<file path="src/rtl/pipe_ctrl_gen_if.sv">
// Handshake bundle between the pipeline hazard/exception controller and the core.
// The master side is the pipeline (stall requests, exception codes, EPC); the
// slave side is the controller that answers with stall, flush and PC redirect.
interface pipe_ctrl_gen_if #(
  parameter int NSTAGE = 6
);
  logic [NSTAGE-1:0] stallreq_i;
  logic [31:0]       excepttype_i;
  logic [31:0]       cp0_epc_i;
  logic              timeout_clr_i;
  logic [NSTAGE-1:0] stall_o;
  logic              flush_o;
  logic              pc_load_o;
  logic [31:0]       new_pc_o;
  logic              busy_o;
  logic              stall_timeout_o;

  modport master (
    output stallreq_i, excepttype_i, cp0_epc_i, timeout_clr_i,
    input  stall_o, flush_o, pc_load_o, new_pc_o, busy_o, stall_timeout_o
  );

  modport slave (
    input  stallreq_i, excepttype_i, cp0_epc_i, timeout_clr_i,
    output stall_o, flush_o, pc_load_o, new_pc_o, busy_o, stall_timeout_o
  );
endinterface

</file>
<file path="src/rtl/pipe_ctrl_gen.sv">
// Pipeline hazard/exception controller.
// Merges per-stage stall requests into a thermometer stall vector, redirects the
// PC on exceptions/ERET, holds flush for FLUSH_CYCLES cycles through an IDLE/FLUSH
// state machine and runs a sticky watchdog on back-to-back stall cycles.
// Stall/flush/redirect are combinational so the pipeline reacts in the same cycle.
module pipe_ctrl_gen #(
  parameter int          NSTAGE        = 6,
  parameter int          FLUSH_CYCLES  = 1,
  parameter logic [31:0] INT_VEC       = 32'h0000_0020,
  parameter logic [31:0] GEN_VEC       = 32'h0000_0040,
  parameter int          STALL_TIMEOUT = 1024
) (
  input logic           clk,
  input logic           rst,
  pipe_ctrl_gen_if.slave bus
);

  localparam int CW = $clog2(STALL_TIMEOUT + 1);
  localparam logic [3:0]    FLUSH_RELOAD = 4'(FLUSH_CYCLES - 1);
  localparam logic [CW-1:0] CNT_MAX      = CW'(STALL_TIMEOUT);
  localparam logic [CW-1:0] CNT_ARM      = CW'(STALL_TIMEOUT - 1);

  typedef enum logic [0:0] {
    ST_IDLE  = 1'b0,
    ST_FLUSH = 1'b1
  } state_t;

  state_t            state_r;
  logic [3:0]        flush_cnt_r;
  logic [31:0]       new_pc_r;
  logic [CW-1:0]     stall_cnt_r;
  logic              stall_timeout_r;

  logic              exc_valid_s;
  logic [31:0]       exc_target_s;
  logic [NSTAGE-1:0] merge_s;
  logic              merge_acc_s;
  logic [NSTAGE-1:0] stall_s;
  logic              flush_s;
  logic              pc_load_s;
  logic [31:0]       new_pc_s;
  logic              busy_s;
  logic              stalling_s;
  logic              timeout_set_s;

  // Decode the MEM-stage exception code into a redirect target; unmapped codes are ignored.
  always_comb begin
    exc_valid_s  = 1'b0;
    exc_target_s = 32'h0000_0000;
    case (bus.excepttype_i)
      32'h0000_0001: begin
        exc_valid_s  = 1'b1;
        exc_target_s = INT_VEC;
      end
      32'h0000_0008, 32'h0000_000a, 32'h0000_000c, 32'h0000_000d: begin
        exc_valid_s  = 1'b1;
        exc_target_s = GEN_VEC;
      end
      32'h0000_000e: begin
        exc_valid_s  = 1'b1;
        exc_target_s = bus.cp0_epc_i;
      end
      default: begin
        exc_valid_s  = 1'b0;
        exc_target_s = 32'h0000_0000;
      end
    endcase
  end

  // Thermometer merge: a stalled stage also freezes every earlier stage down to the PC.
  always_comb begin
    merge_s     = '0;
    merge_acc_s = 1'b0;
    for (int k = NSTAGE - 1; k >= 0; k--) begin
      merge_acc_s = merge_acc_s | bus.stallreq_i[k];
      merge_s[k]  = merge_acc_s;
    end
  end

  // Output decode: reset forces everything quiet, FLUSH replays the stored target.
  always_comb begin
    stall_s   = '0;
    flush_s   = 1'b0;
    pc_load_s = 1'b0;
    new_pc_s  = 32'h0000_0000;
    busy_s    = 1'b0;
    if (rst) begin
      stall_s   = '0;
      flush_s   = 1'b0;
    end else if (state_r == ST_FLUSH) begin
      flush_s   = 1'b1;
      busy_s    = 1'b1;
      new_pc_s  = new_pc_r;
    end else if (exc_valid_s) begin
      flush_s   = 1'b1;
      pc_load_s = 1'b1;
      new_pc_s  = exc_target_s;
    end else begin
      stall_s   = merge_s;
    end
  end

  // Flush state machine: captures the redirect target and counts out the flush window.
  always_ff @(posedge clk) begin
    if (rst) begin
      state_r     <= ST_IDLE;
      flush_cnt_r <= 4'd0;
      new_pc_r    <= 32'h0000_0000;
    end else begin
      case (state_r)
        ST_IDLE: begin
          if (exc_valid_s) begin
            new_pc_r <= exc_target_s;
            if (FLUSH_CYCLES > 1) begin
              state_r     <= ST_FLUSH;
              flush_cnt_r <= FLUSH_RELOAD;
            end else begin
              state_r     <= ST_IDLE;
            end
          end else begin
            state_r <= ST_IDLE;
          end
        end
        ST_FLUSH: begin
          flush_cnt_r <= flush_cnt_r - 4'd1;
          if (flush_cnt_r == 4'd1) begin
            state_r <= ST_IDLE;
          end else begin
            state_r <= ST_FLUSH;
          end
        end
        default: begin
          state_r     <= ST_IDLE;
          flush_cnt_r <= 4'd0;
        end
      endcase
    end
  end

  assign stalling_s    = |stall_s;
  assign timeout_set_s = stalling_s && (stall_cnt_r == CNT_ARM);

  // Stall watchdog: saturating run-length counter with a sticky flag; a new set beats clear.
  always_ff @(posedge clk) begin
    if (rst) begin
      stall_cnt_r     <= '0;
      stall_timeout_r <= 1'b0;
    end else begin
      if (!stalling_s) begin
        stall_cnt_r <= '0;
      end else if (stall_cnt_r != CNT_MAX) begin
        stall_cnt_r <= stall_cnt_r + CW'(1);
      end else begin
        stall_cnt_r <= stall_cnt_r;
      end
      if (timeout_set_s) begin
        stall_timeout_r <= 1'b1;
      end else if (bus.timeout_clr_i) begin
        stall_timeout_r <= 1'b0;
      end else begin
        stall_timeout_r <= stall_timeout_r;
      end
    end
  end

  assign bus.stall_o         = stall_s;
  assign bus.flush_o         = flush_s;
  assign bus.pc_load_o       = pc_load_s;
  assign bus.new_pc_o        = new_pc_s;
  assign bus.busy_o          = busy_s;
  assign bus.stall_timeout_o = stall_timeout_r;

endmodule

</file>
<file path="src/flat_wrapper.sv">
// flat-port wrapper written by rule: the top's interface ports become plain ports
module pipe_ctrl_gen_flat 
#(
  parameter int          NSTAGE        = 6,
  parameter int          FLUSH_CYCLES  = 1,
  parameter logic [31:0] INT_VEC       = 32'h0000_0020,
  parameter logic [31:0] GEN_VEC       = 32'h0000_0040,
  parameter int          STALL_TIMEOUT = 1024
)
  (clk, rst, bus_stallreq_i, bus_excepttype_i, bus_cp0_epc_i, bus_timeout_clr_i, bus_stall_o, bus_flush_o, bus_pc_load_o, bus_new_pc_o, bus_busy_o, bus_stall_timeout_o);
  pipe_ctrl_gen_if #(.NSTAGE(NSTAGE)) bus_i ();
  input logic clk;
  input logic rst;
  input wire logic [$bits(bus_i.stallreq_i)-1:0] bus_stallreq_i;
  input wire logic [$bits(bus_i.excepttype_i)-1:0] bus_excepttype_i;
  input wire logic [$bits(bus_i.cp0_epc_i)-1:0] bus_cp0_epc_i;
  input wire logic [$bits(bus_i.timeout_clr_i)-1:0] bus_timeout_clr_i;
  output wire logic [$bits(bus_i.stall_o)-1:0] bus_stall_o;
  output wire logic [$bits(bus_i.flush_o)-1:0] bus_flush_o;
  output wire logic [$bits(bus_i.pc_load_o)-1:0] bus_pc_load_o;
  output wire logic [$bits(bus_i.new_pc_o)-1:0] bus_new_pc_o;
  output wire logic [$bits(bus_i.busy_o)-1:0] bus_busy_o;
  output wire logic [$bits(bus_i.stall_timeout_o)-1:0] bus_stall_timeout_o;
  assign bus_i.stallreq_i = bus_stallreq_i;
  assign bus_i.excepttype_i = bus_excepttype_i;
  assign bus_i.cp0_epc_i = bus_cp0_epc_i;
  assign bus_i.timeout_clr_i = bus_timeout_clr_i;
  assign bus_stall_o = bus_i.stall_o;
  assign bus_flush_o = bus_i.flush_o;
  assign bus_pc_load_o = bus_i.pc_load_o;
  assign bus_new_pc_o = bus_i.new_pc_o;
  assign bus_busy_o = bus_i.busy_o;
  assign bus_stall_timeout_o = bus_i.stall_timeout_o;
  pipe_ctrl_gen #(.NSTAGE(NSTAGE), .FLUSH_CYCLES(FLUSH_CYCLES), .INT_VEC(INT_VEC), .GEN_VEC(GEN_VEC), .STALL_TIMEOUT(STALL_TIMEOUT)) u_core (.clk(clk), .rst(rst), .bus(bus_i));
endmodule
</file>
<file path="config.mk">
export PLATFORM = sky130hd
export DESIGN_NAME = pipe_ctrl_gen_flat
export DESIGN_NICKNAME = d
export VERILOG_FILES = /design/src/rtl/pipe_ctrl_gen_if.sv /design/src/rtl/pipe_ctrl_gen.sv /design/src/flat_wrapper.sv
export SDC_FILE = /design/constraint.sdc
export NUM_CORES = 1
export LEC_CHECK = 0
export ABC_AREA = 0
export BUFFER_PORTS_ARGS = -buffer_cell sky130_fd_sc_hd__buf_2
export CAP_MARGIN = 20
export CORE_MARGIN = 5
export CORE_UTILIZATION = 35
export DETAILED_ROUTE_END_ITERATION = 6
export PLACE_DENSITY = 0.76
export SLEW_MARGIN = 5
export SYNTH_ARGS = -nofsm -noshare
export SYNTH_HDL_FRONTEND = slang
export SYNTH_SLANG_ARGS = --single-unit
</file>
<file path="constraint.sdc">
create_clock -name clk -period 1.64 [get_ports clk]
set_input_delay 0.246 -clock clk [delete_from_list [all_inputs] [get_ports clk]]
set_output_delay 0.246 -clock clk [all_outputs]
set_load 0.01 [all_outputs]
</file>
==> results.tsv <==
metric	value	unit
wl_per_cell	15.11	um
synth_nets	319	
crit_slowest_cell	dfxtp_2	
p_switching	529.9	uW
portBuffers	114	
sw_frac_of_total	24.40	%
syn2layout_area_growth	58.19	%
place_hpwl	4945	um
async_flop_share	0	%
seq_area_frac_synth	42.24	%
crit_buf_inv	3	
skew	6.823	ps
clk_path_buf_depth	2	
core_area	0.006386	mm2
fp.dieW	91.46	um
grt_remaining_overflow	0	
cpLargestDelayFamily	simple AND/OR/NAND/NOR gates	
hold_viol	0	
tns	-8974	ps
timing.fmax	521.0	MHz
drive_gt1_share	49.37	%
slew_violations	0	
outcome	finished with violations	
path_cells	nor2_4, nand4_1, nor3_4, buf_6, buf_12, a22o_1, buf_2	
netlist_instances	242	
p_int	1642	uW
antenna_found_initial	0	
ios	115	
p_total	2172	uW
yosys_warnings	0	
cts_hold_buf	0	
std_cell_rows	29	
drt-initial-drc-count	100	
combPwrFrac	12.9	%
synth-edff-count	0	
cap_violations	0	
antenna_cells	0	
rsz0062_at_grt	yes	
finalSetupViolCount	40	
viasPerCell	5.158	
grt_pass1_vias	2615	
startpoint_type	flip-flop	
clockPowerShare	31.8	%
finalWirelength	7194	um
grt_pass1_wl	11700	um
ys_top_cells_by_area	dfxtp_1 (42%), a22o_1 (23%), nor2_1 (3.9%)	
avgSynthCellArea	9.596	um2
dieArea	0.008364	mm2
start_util	36.36	%
grt_util_all_layers	16.58	%
synth_area	0.002322	mm2
drc	0	
setup_ws	-279.3	ps
die_h	91.46	um
synth-seq-cells	49	
crit_required	1390	ps
ys.flop_type	dfxtp_1	
p_per_area	591.2	mW/mm2
ir_worst_vdd	350.0	uV
finalCriticalPeriod	1919	ps
clock_sinks	49	
htreeDepth	2	
clkSlewWorstSetupHoldPaths	90	ps
critical_path_arrival	1670	ps
fin_nets	475	
crit_path_end_kind	output pin	
worst-setup-path-type	reg2out	
cts_tree	done	
violations	setup timing	
worst_pin_slew	455.3	ps
antenna_left	0	
worst_hold_slack	169.9	ps
hold_class	in2reg	
slew_headroom	69.58	%
numCtsBuffers	5	
critPathMaxStageDelay	340	ps
fin_crit_sh	117.0	%
path_max_fanout	13	
synth_top_area_cell	dfxtp_1	
pwr-share-seq	55.3	%
synth.cells.most_frequent	a22o_1 (60), dfxtp_1 (49), nor2_1 (24)	
gp_congestion	0.8763	
synth.distinct_cells	38	
vias	2455	
grt_max_degree	31	
r2r_setup_slack	60	ps
post-place-ws	-318.8	ps
p_leak	0.001675	uW
synth_most_common_cell	a22o_1	
cts_root_buffer	clkbuf_8	
firstDrtPassIters	4	
clock_latency	300	ps
synth_top_area_share	42.24	%
fillCellCount	568	
==> worst register-to-register path: cells and delay by family (launching register included) <==
family          cells  cell delay, ps
compound gates      2             680
buf+inv             3             470
flops               1             340
==> cell type report <==
cell class,instances,area [um2],share of cell area [%]
clock buffers,5,68.82,1.873
clock inverters,3,17.52,0.4768
inverters,7,26.28,0.7153
multi-input cells,171,1369,37.26
flip-flops and latches,49,982.2,26.74
well taps,77,96.34,2.623
repair buffers,164,1114,30.31
==> routing by layer <==
layer | wire, um | GRT usage, %
met5 | 0 | 0
met4 | 82 | 5.012
met3 | 397 | 3.554
met2 | 3805 | 30.37
met1 | 2909 | 19.03
==> cell families (layout without fill, tap and decap cells) <==
family	after synthesis	in the layout	synth area share (%)
compound gates	76	76	27.64
xor+xnor	11	11	4.149
fa+ha+maj	4	4	2.155
buf+inv	22	179	4.903
flops	49	49	42.24
mux	3	3	1.293
simple gates	77	77	17.62
==> flip-flops by register name (all words and copies together), names as in the netlist <==
signal                      flops
u_core.bus.stall_timeout_o      1
u_core.flush_cnt_r              4
u_core.new_pc_r                32
u_core.stall_cnt_r             11
u_core.state_r                  1
==> path summary, 6_finish.rpt <==
path                                                       from                               end  cells after the start
worst max-delay path                  u_core.state_r$_SDFF_PP0_                   bus_new_pc_o[0]                      7
worst max register to register        u_core.state_r$_SDFF_PP0_  u_core.new_pc_r[14]$_SDFFE_PP0P_                      5
worst min-delay path                           bus_cp0_epc_i[3]   u_core.new_pc_r[3]$_SDFFE_PP0P_                      2
worst min register to register  u_core.new_pc_r[5]$_SDFFE_PP0P_   u_core.new_pc_r[5]$_SDFFE_PP0P_                      2
==> power groups by stage <==
stage          sequential (uW)  combinational (uW)  clock (uW)
2_1_floorplan             1230                82.5           0
3_3_place_gp              1230                 247           0
3_5_place_dp              1230                 252           0
4_1_cts                   1200                 273         717
5_1_grt                   1200                 307         770
6_report                  1200                 280         692
==> placed cells by master (no fill, tap or decap), types with 2 or more instances in the layout <==
| cell | netlist | final |
|---|---|---|
| nand4_1 | 3 | 3 |
| a21oi_2 | 0 | 2 |
| xnor2_1 | 8 | 8 |
| nand3b_1 | 2 | 2 |
| or4_1 | 2 | 2 |
| nor4_4 | 1 | 5 |
| a21oi_1 | 4 | 2 |
| o31ai_2 | 0 | 2 |
| inv_1 | 7 | 6 |
| nor2_1 | 24 | 22 |
| a211oi_1 | 2 | 2 |
| buf_6 | 3 | 20 |
| nand3_1 | 5 | 5 |
| nor3_2 | 1 | 2 |
| a22o_1 | 60 | 60 |
| nor2b_1 | 2 | 2 |
| nor4_2 | 0 | 2 |
| nand2b_1 | 2 | 2 |
| mux2i_1 | 3 | 3 |
| dfxtp_1 | 49 | 48 |
| nor3_1 | 4 | 2 |
| nor2_4 | 0 | 2 |
| buf_12 | 0 | 2 |
| nor4_1 | 11 | 5 |
| nand2_1 | 14 | 14 |
| buf_4 | 0 | 36 |
| clkinv_2 | 0 | 2 |
| buf_2 | 7 | 104 |
| xor2_1 | 3 | 3 |
| ha_1 | 4 | 4 |
| clkbuf_8 | 0 | 5 |
==> metrics by stage <==
step                util [%]  instances  instance area, um2
floorplan                  -        242                2390
global placement       51.27        455                3274
detailed placement     51.27        455                3274
CTS                    56.49        473                3607
global route           57.52        476                3674
finish                 57.52        476                3674
==> timing repair <==
item | 4_1_cts | 5_1_grt
buffers inserted | 7 | 3
setup endpoints to repair | 41 | 73
pin swaps | 7 | 17
cloned | 3 | 2
gates resized for setup | 28 | 10
Note: power is estimated with default switching activity, not from simulation.
